File: config.mk
export PLATFORM = sky130hd
export DESIGN_NAME = mode_sel_fsm
export DESIGN_NICKNAME = d
export VERILOG_FILES = /design/src/rtl/mode_sel_fsm.sv
export SDC_FILE = /design/constraint.sdc
export NUM_CORES = 1
export LEC_CHECK = 0
export BUFFER_PORTS_ARGS = -buffer_cell sky130_fd_sc_hd__clkbuf_2
export CORE_AREA = 2 2 39 41
export DETAILED_ROUTE_END_ITERATION = 6
export DIE_AREA = 0 0 41 43
export SETUP_SLACK_MARGIN = 0.3
export SLEW_MARGIN = 20
export SYNTH_ARGS = -nofsm -noshare
export SYNTH_HDL_FRONTEND = slang
export SYNTH_SLANG_ARGS = --single-unit
File: constraint.sdc
create_clock -name clk -period 3.18 [get_ports clk]
set_input_delay 0 -clock clk [delete_from_list [all_inputs] [get_ports clk]]
set_output_delay 0 -clock clk [all_outputs]
set_load 0.05 [all_outputs]
File: src/rtl/mode_sel_fsm.sv
// Mode selector: steps a binary mode register forward/backward on debounced button edges,
// with direct load, hold, wrap/saturate behaviour and one-hot/at-last decodes.
module mode_sel_fsm #(
    parameter int NUM_MODES  = 3,
    parameter int SEL_W      = 2,
    parameter int WRAP       = 1,
    parameter int RESET_MODE = 0
) (
    input  logic                 clk,
    input  logic                 rst,
    input  logic                 adv,
    input  logic                 back,
    input  logic                 hold,
    input  logic                 load_en,
    input  logic [SEL_W-1:0]     load_val,
    output logic [SEL_W-1:0]     sel_out,
    output logic [NUM_MODES-1:0] sel_onehot,
    output logic                 wrap_pulse,
    output logic                 load_err,
    output logic                 at_last
);

    localparam logic [1:0] STEP_NONE = 2'd0;
    localparam logic [1:0] STEP_FWD  = 2'd1;
    localparam logic [1:0] STEP_BWD  = 2'd2;

    localparam logic [SEL_W-1:0] LAST_MODE = SEL_W'(NUM_MODES - 1);
    localparam logic [SEL_W-1:0] INIT_MODE = SEL_W'(RESET_MODE);
    localparam logic [NUM_MODES-1:0] ONE_HOT_BASE = NUM_MODES'(1);

    logic             adv_q_r;
    logic             back_q_r;
    logic [1:0]       step_r;
    logic [SEL_W-1:0] mode_r;
    logic             wrap_r;
    logic             err_r;

    logic             adv_rise_s;
    logic             back_rise_s;
    logic             load_ok_s;
    logic [1:0]       step_next_s;
    logic [SEL_W-1:0] mode_next_s;
    logic             wrap_next_s;
    logic             err_next_s;

    assign adv_rise_s  = adv & ~adv_q_r;
    assign back_rise_s = back & ~back_q_r;
    assign load_ok_s   = (32'(load_val) < 32'(NUM_MODES));

    // Decide which step (if any) a freshly sampled edge requests; applied on the next edge.
    always_comb begin
        step_next_s = STEP_NONE;
        if (load_en || hold || (adv_rise_s && back_rise_s)) begin
            step_next_s = STEP_NONE;
        end else if (adv_rise_s) begin
            step_next_s = STEP_FWD;
        end else if (back_rise_s) begin
            step_next_s = STEP_BWD;
        end else begin
            step_next_s = STEP_NONE;
        end
    end

    // Next mode: a load overrides any pending step; stepping wraps or saturates at the ends.
    always_comb begin
        mode_next_s = mode_r;
        wrap_next_s = 1'b0;
        err_next_s  = 1'b0;
        if (load_en) begin
            if (load_ok_s) begin
                mode_next_s = load_val;
            end else begin
                err_next_s = 1'b1;
            end
        end else begin
            case (step_r)
                STEP_FWD: begin
                    if (mode_r >= LAST_MODE) begin
                        if (WRAP != 0) begin
                            mode_next_s = {SEL_W{1'b0}};
                            wrap_next_s = 1'b1;
                        end else begin
                            mode_next_s = LAST_MODE;
                        end
                    end else begin
                        mode_next_s = mode_r + SEL_W'(1);
                    end
                end
                STEP_BWD: begin
                    if (mode_r == {SEL_W{1'b0}}) begin
                        if (WRAP != 0) begin
                            mode_next_s = LAST_MODE;
                            wrap_next_s = 1'b1;
                        end else begin
                            mode_next_s = {SEL_W{1'b0}};
                        end
                    end else begin
                        mode_next_s = mode_r - SEL_W'(1);
                    end
                end
                default: begin
                    mode_next_s = mode_r;
                end
            endcase
        end
    end

    // State registers; reset discards pending steps and pulses.
    always_ff @(posedge clk or negedge rst) begin
        if (!rst) begin
            adv_q_r  <= 1'b0;
            back_q_r <= 1'b0;
            step_r   <= STEP_NONE;
            mode_r   <= INIT_MODE;
            wrap_r   <= 1'b0;
            err_r    <= 1'b0;
        end else begin
            adv_q_r  <= adv;
            back_q_r <= back;
            step_r   <= step_next_s;
            mode_r   <= mode_next_s;
            wrap_r   <= wrap_next_s;
            err_r    <= err_next_s;
        end
    end

    assign sel_out    = mode_r;
    assign sel_onehot = ONE_HOT_BASE << mode_r;
    assign at_last    = (mode_r == LAST_MODE);
    assign wrap_pulse = wrap_r;
    assign load_err   = err_r;

endmodule

==> impl_metrics.json <==
{
  "drive_gt1_share_pct": 32.26,
  "timing.slew.headroom_pct": 82.06,
  "vdd_drop_max_mv": 0.1518,
  "cp_num_buf_inv": 1,
  "cts_tree": "done",
  "period_share_pct": 42.74,
  "dp_hpwl_um": 657,
  "hold_path_depth": 2,
  "cp-end-kind": "flop",
  "synth.distinct_cells": 20,
  "async_reset_ff_share_pct": 100.0,
  "drtPass1Iterations": 2,
  "synth_common_cells": "dfrtp_1 (8), ha_1 (6), inv_1 (4)",
  "synth_edf_count": 0,
  "grt_setup_unrepaired": "false",
  "setup_viol": 0,
  "synth_area_per_cell_um2": 10.67,
  "clk_path_buf_depth": 2,
  "grt_max_degree": 10,
  "post-synth-top-area-fraction_pct": 44.69,
  "min_period_ps": 1359,
  "p_per_area_nw_per_um2": 466.9,
  "vias": 356,
  "crit_required_ps": 3310,
  "r2r_end": "sel_out[1]",
  "synth_area_leader_cell": "dfrtp_1",
  "syn_to_final_growth_pct": 32.40,
  "final_nets": 78,
  "tns_ps": 0,
  "io_buffers": 15,
  "hold_end": "load_err",
  "fmax_ghz": 0.7357,
  "reg2regPathDepth": 5,
  "cp.arrival_ps": 1490,
  "grt_pass1_vias": 375,
  "dp_cells": 71,
  "synth_nets": 56,
  "timing.hold.ws_ps": 39.05,
  "overflow": 0,
  "grt_pass1_wl_um": 1428,
  "dieArea_um2": 1763,
  "worstSkewPairLatency_ps": 250,
  "status": "finished, final reports clean",
  "initial_core_util_pct": 32.37,
  "numClockSinks": 8,
  "min_from": "load_val[1]",
  "antenna_found_initial": 0,
  "ff2ff_setup_slack_ps": 1820,
  "routed_wl_um": 867,
  "ys_seq_area_share_pct": 44.69,
  "power_leakage_nw": 0.3012,
  "vias_per_cell": 4.564,
  "synth_ff_type": "dfrtp_1",
  "synth_cells": 42,
  "finalHoldViolCount": 0,
  "drt_iter0_drc": 2,
  "crit_path_max_fanout": 5,
  "die_w_um": 41,
  "finalNonFillerCells": 78,
  "crit_type": "reg2reg",
  "drtAntennaViolNets": 0,
  "max_stage_delay_ps": 380,
  "grtUsageTotal_pct": 12.27,
  "ys_ff_latch": 8,
  "maxCapViolations": 0,
  "rows": 14,
  "critPathTopFamily": "flip-flops",
  "boundaryPins": 16,
  "cts_resized": 0,
  "cts_made_buffers": 3,
  "antennaDiodeCount": 0,
  "yosysWarnings": 0,
  "routabilityCongestion": 0.7737,
  "maxSlewViolCount": 0,
  "avgRoutedWirePerCell_um": 11.12,
  "crit_slowest_cell": "dfrtp_1",
  "clock_skew_ps": 0.8431,
  "coreArea_um2": 1384,
  "cts.clk_slew.worst_paths_ps": 60,
  "worst_setup_path_start_kind": "flop",
  "dp_slack_ps": 1826,
  "yosysMostFrequentCell": "dfrtp_1",
  "fin_ws_ps": 1821,
  "die_h_um": 43,
  "postCtsHoldBufs": 4,
  "hp-class": "in2reg",
  "ys_top_cells_by_area": "dfrtp_1 (45%), ha_1 (17%), a2111oi_2 (3.4%)",
  "tightest_slew_ps": 268.6,
  "cts_root_buf": "clkbuf_4",
  "syn-cell-area_um2": 447.9,
  "htree_levels": 1,
  "drc": 0,
  "postCtsSetupRepairBufs": 0,
  "crit_chain": "inv_1, ha_1, mux2_2, o21ai_0, nand2_1",
  "p_total_mw": 0.2769,
  "timing.rr.start": "step_r[1]"
}
## final cells by class
type	instances	area (um^2)
multi-input combinational	28	220.2
inverter	4	15.01
fill	146	790.8
tap	16	20.02
timing repair buffer	19	115.1
clock buffer	3	22.52
sequential	8	200.2
## metal layers
metal | routed length, um | GRT usage [%] | up-vias
met1 | 421 | 14.95 | 163
met3 | 42 | 4.712 | 0
met2 | 403 | 18.13 | 8
met4 | 0 | 6.000 | 0
li1 | - | - | 185
met5 | 0 | 0 | -
## cell usage in the layout (no fill, tap or decap)
cell type	count
clkbuf_2	15
dfrtp_1	8
ha_1	6
inv_1	4
dlygate4sd3_1	4
nand2_1	3
clkbuf_4	3
nor2b_1	2
nand2b_1	2
nor4_1	2
and3_1	2
o21ai_0	2
a211oi_1	1
nor2_1	1
nor4b_1	1
a21boi_0	1
a2111oi_2	1
nor3b_1	1
mux2_2	1
a21oi_1	1
a21o_1	1
## worst max path at each step
stage,startpoint,to,cells after the start
finish,step_r[1],sel_out[1],5
global route,step_r[1],sel_out[0],5
CTS,step_r[1],sel_out[1],5
detailed placement,step_r[1],sel_out[1],5
global placement,step_r[1],sel_out[1],5
floorplan,sel_out[1],sel_out[1],5
## per-stage QoR
stage                     utilization, %  area (um^2)
after CTS                          42.86        593.1
final                              42.86        593.1
after global routing               42.86        593.1
after detailed placement           38.34        530.5
after floorplan                        -        447.9
after global placement             38.34        530.5
## logic make-up after synthesis
| logic type | synth area share, % |
|---|---|
| and+or+nand+nor | 18.15 |
| adders and majority gates | 16.76 |
| buffers and inverters | 6.144 |
| DFF | 44.69 |
| AOI/OAI and AO/OA | 11.73 |
| muxes | 2.514 |
## sequential cells by signal, indices dropped and copies added (netlist names)
name,cells
sel_out,2
adv_q_r,1
wrap_pulse,1
back_q_r,1
step_r,2
load_err,1
## power by group
group | switching [mW] | internal (mW) | leakage [nW]
combinational | 0.0610 | 0.0260 | 0.185
sequential | 0.00491 | 0.107 | 0.103
clock | 0.0343 | 0.0432 | 0.0138
Note: power is estimated with default switching activity, not from simulation.
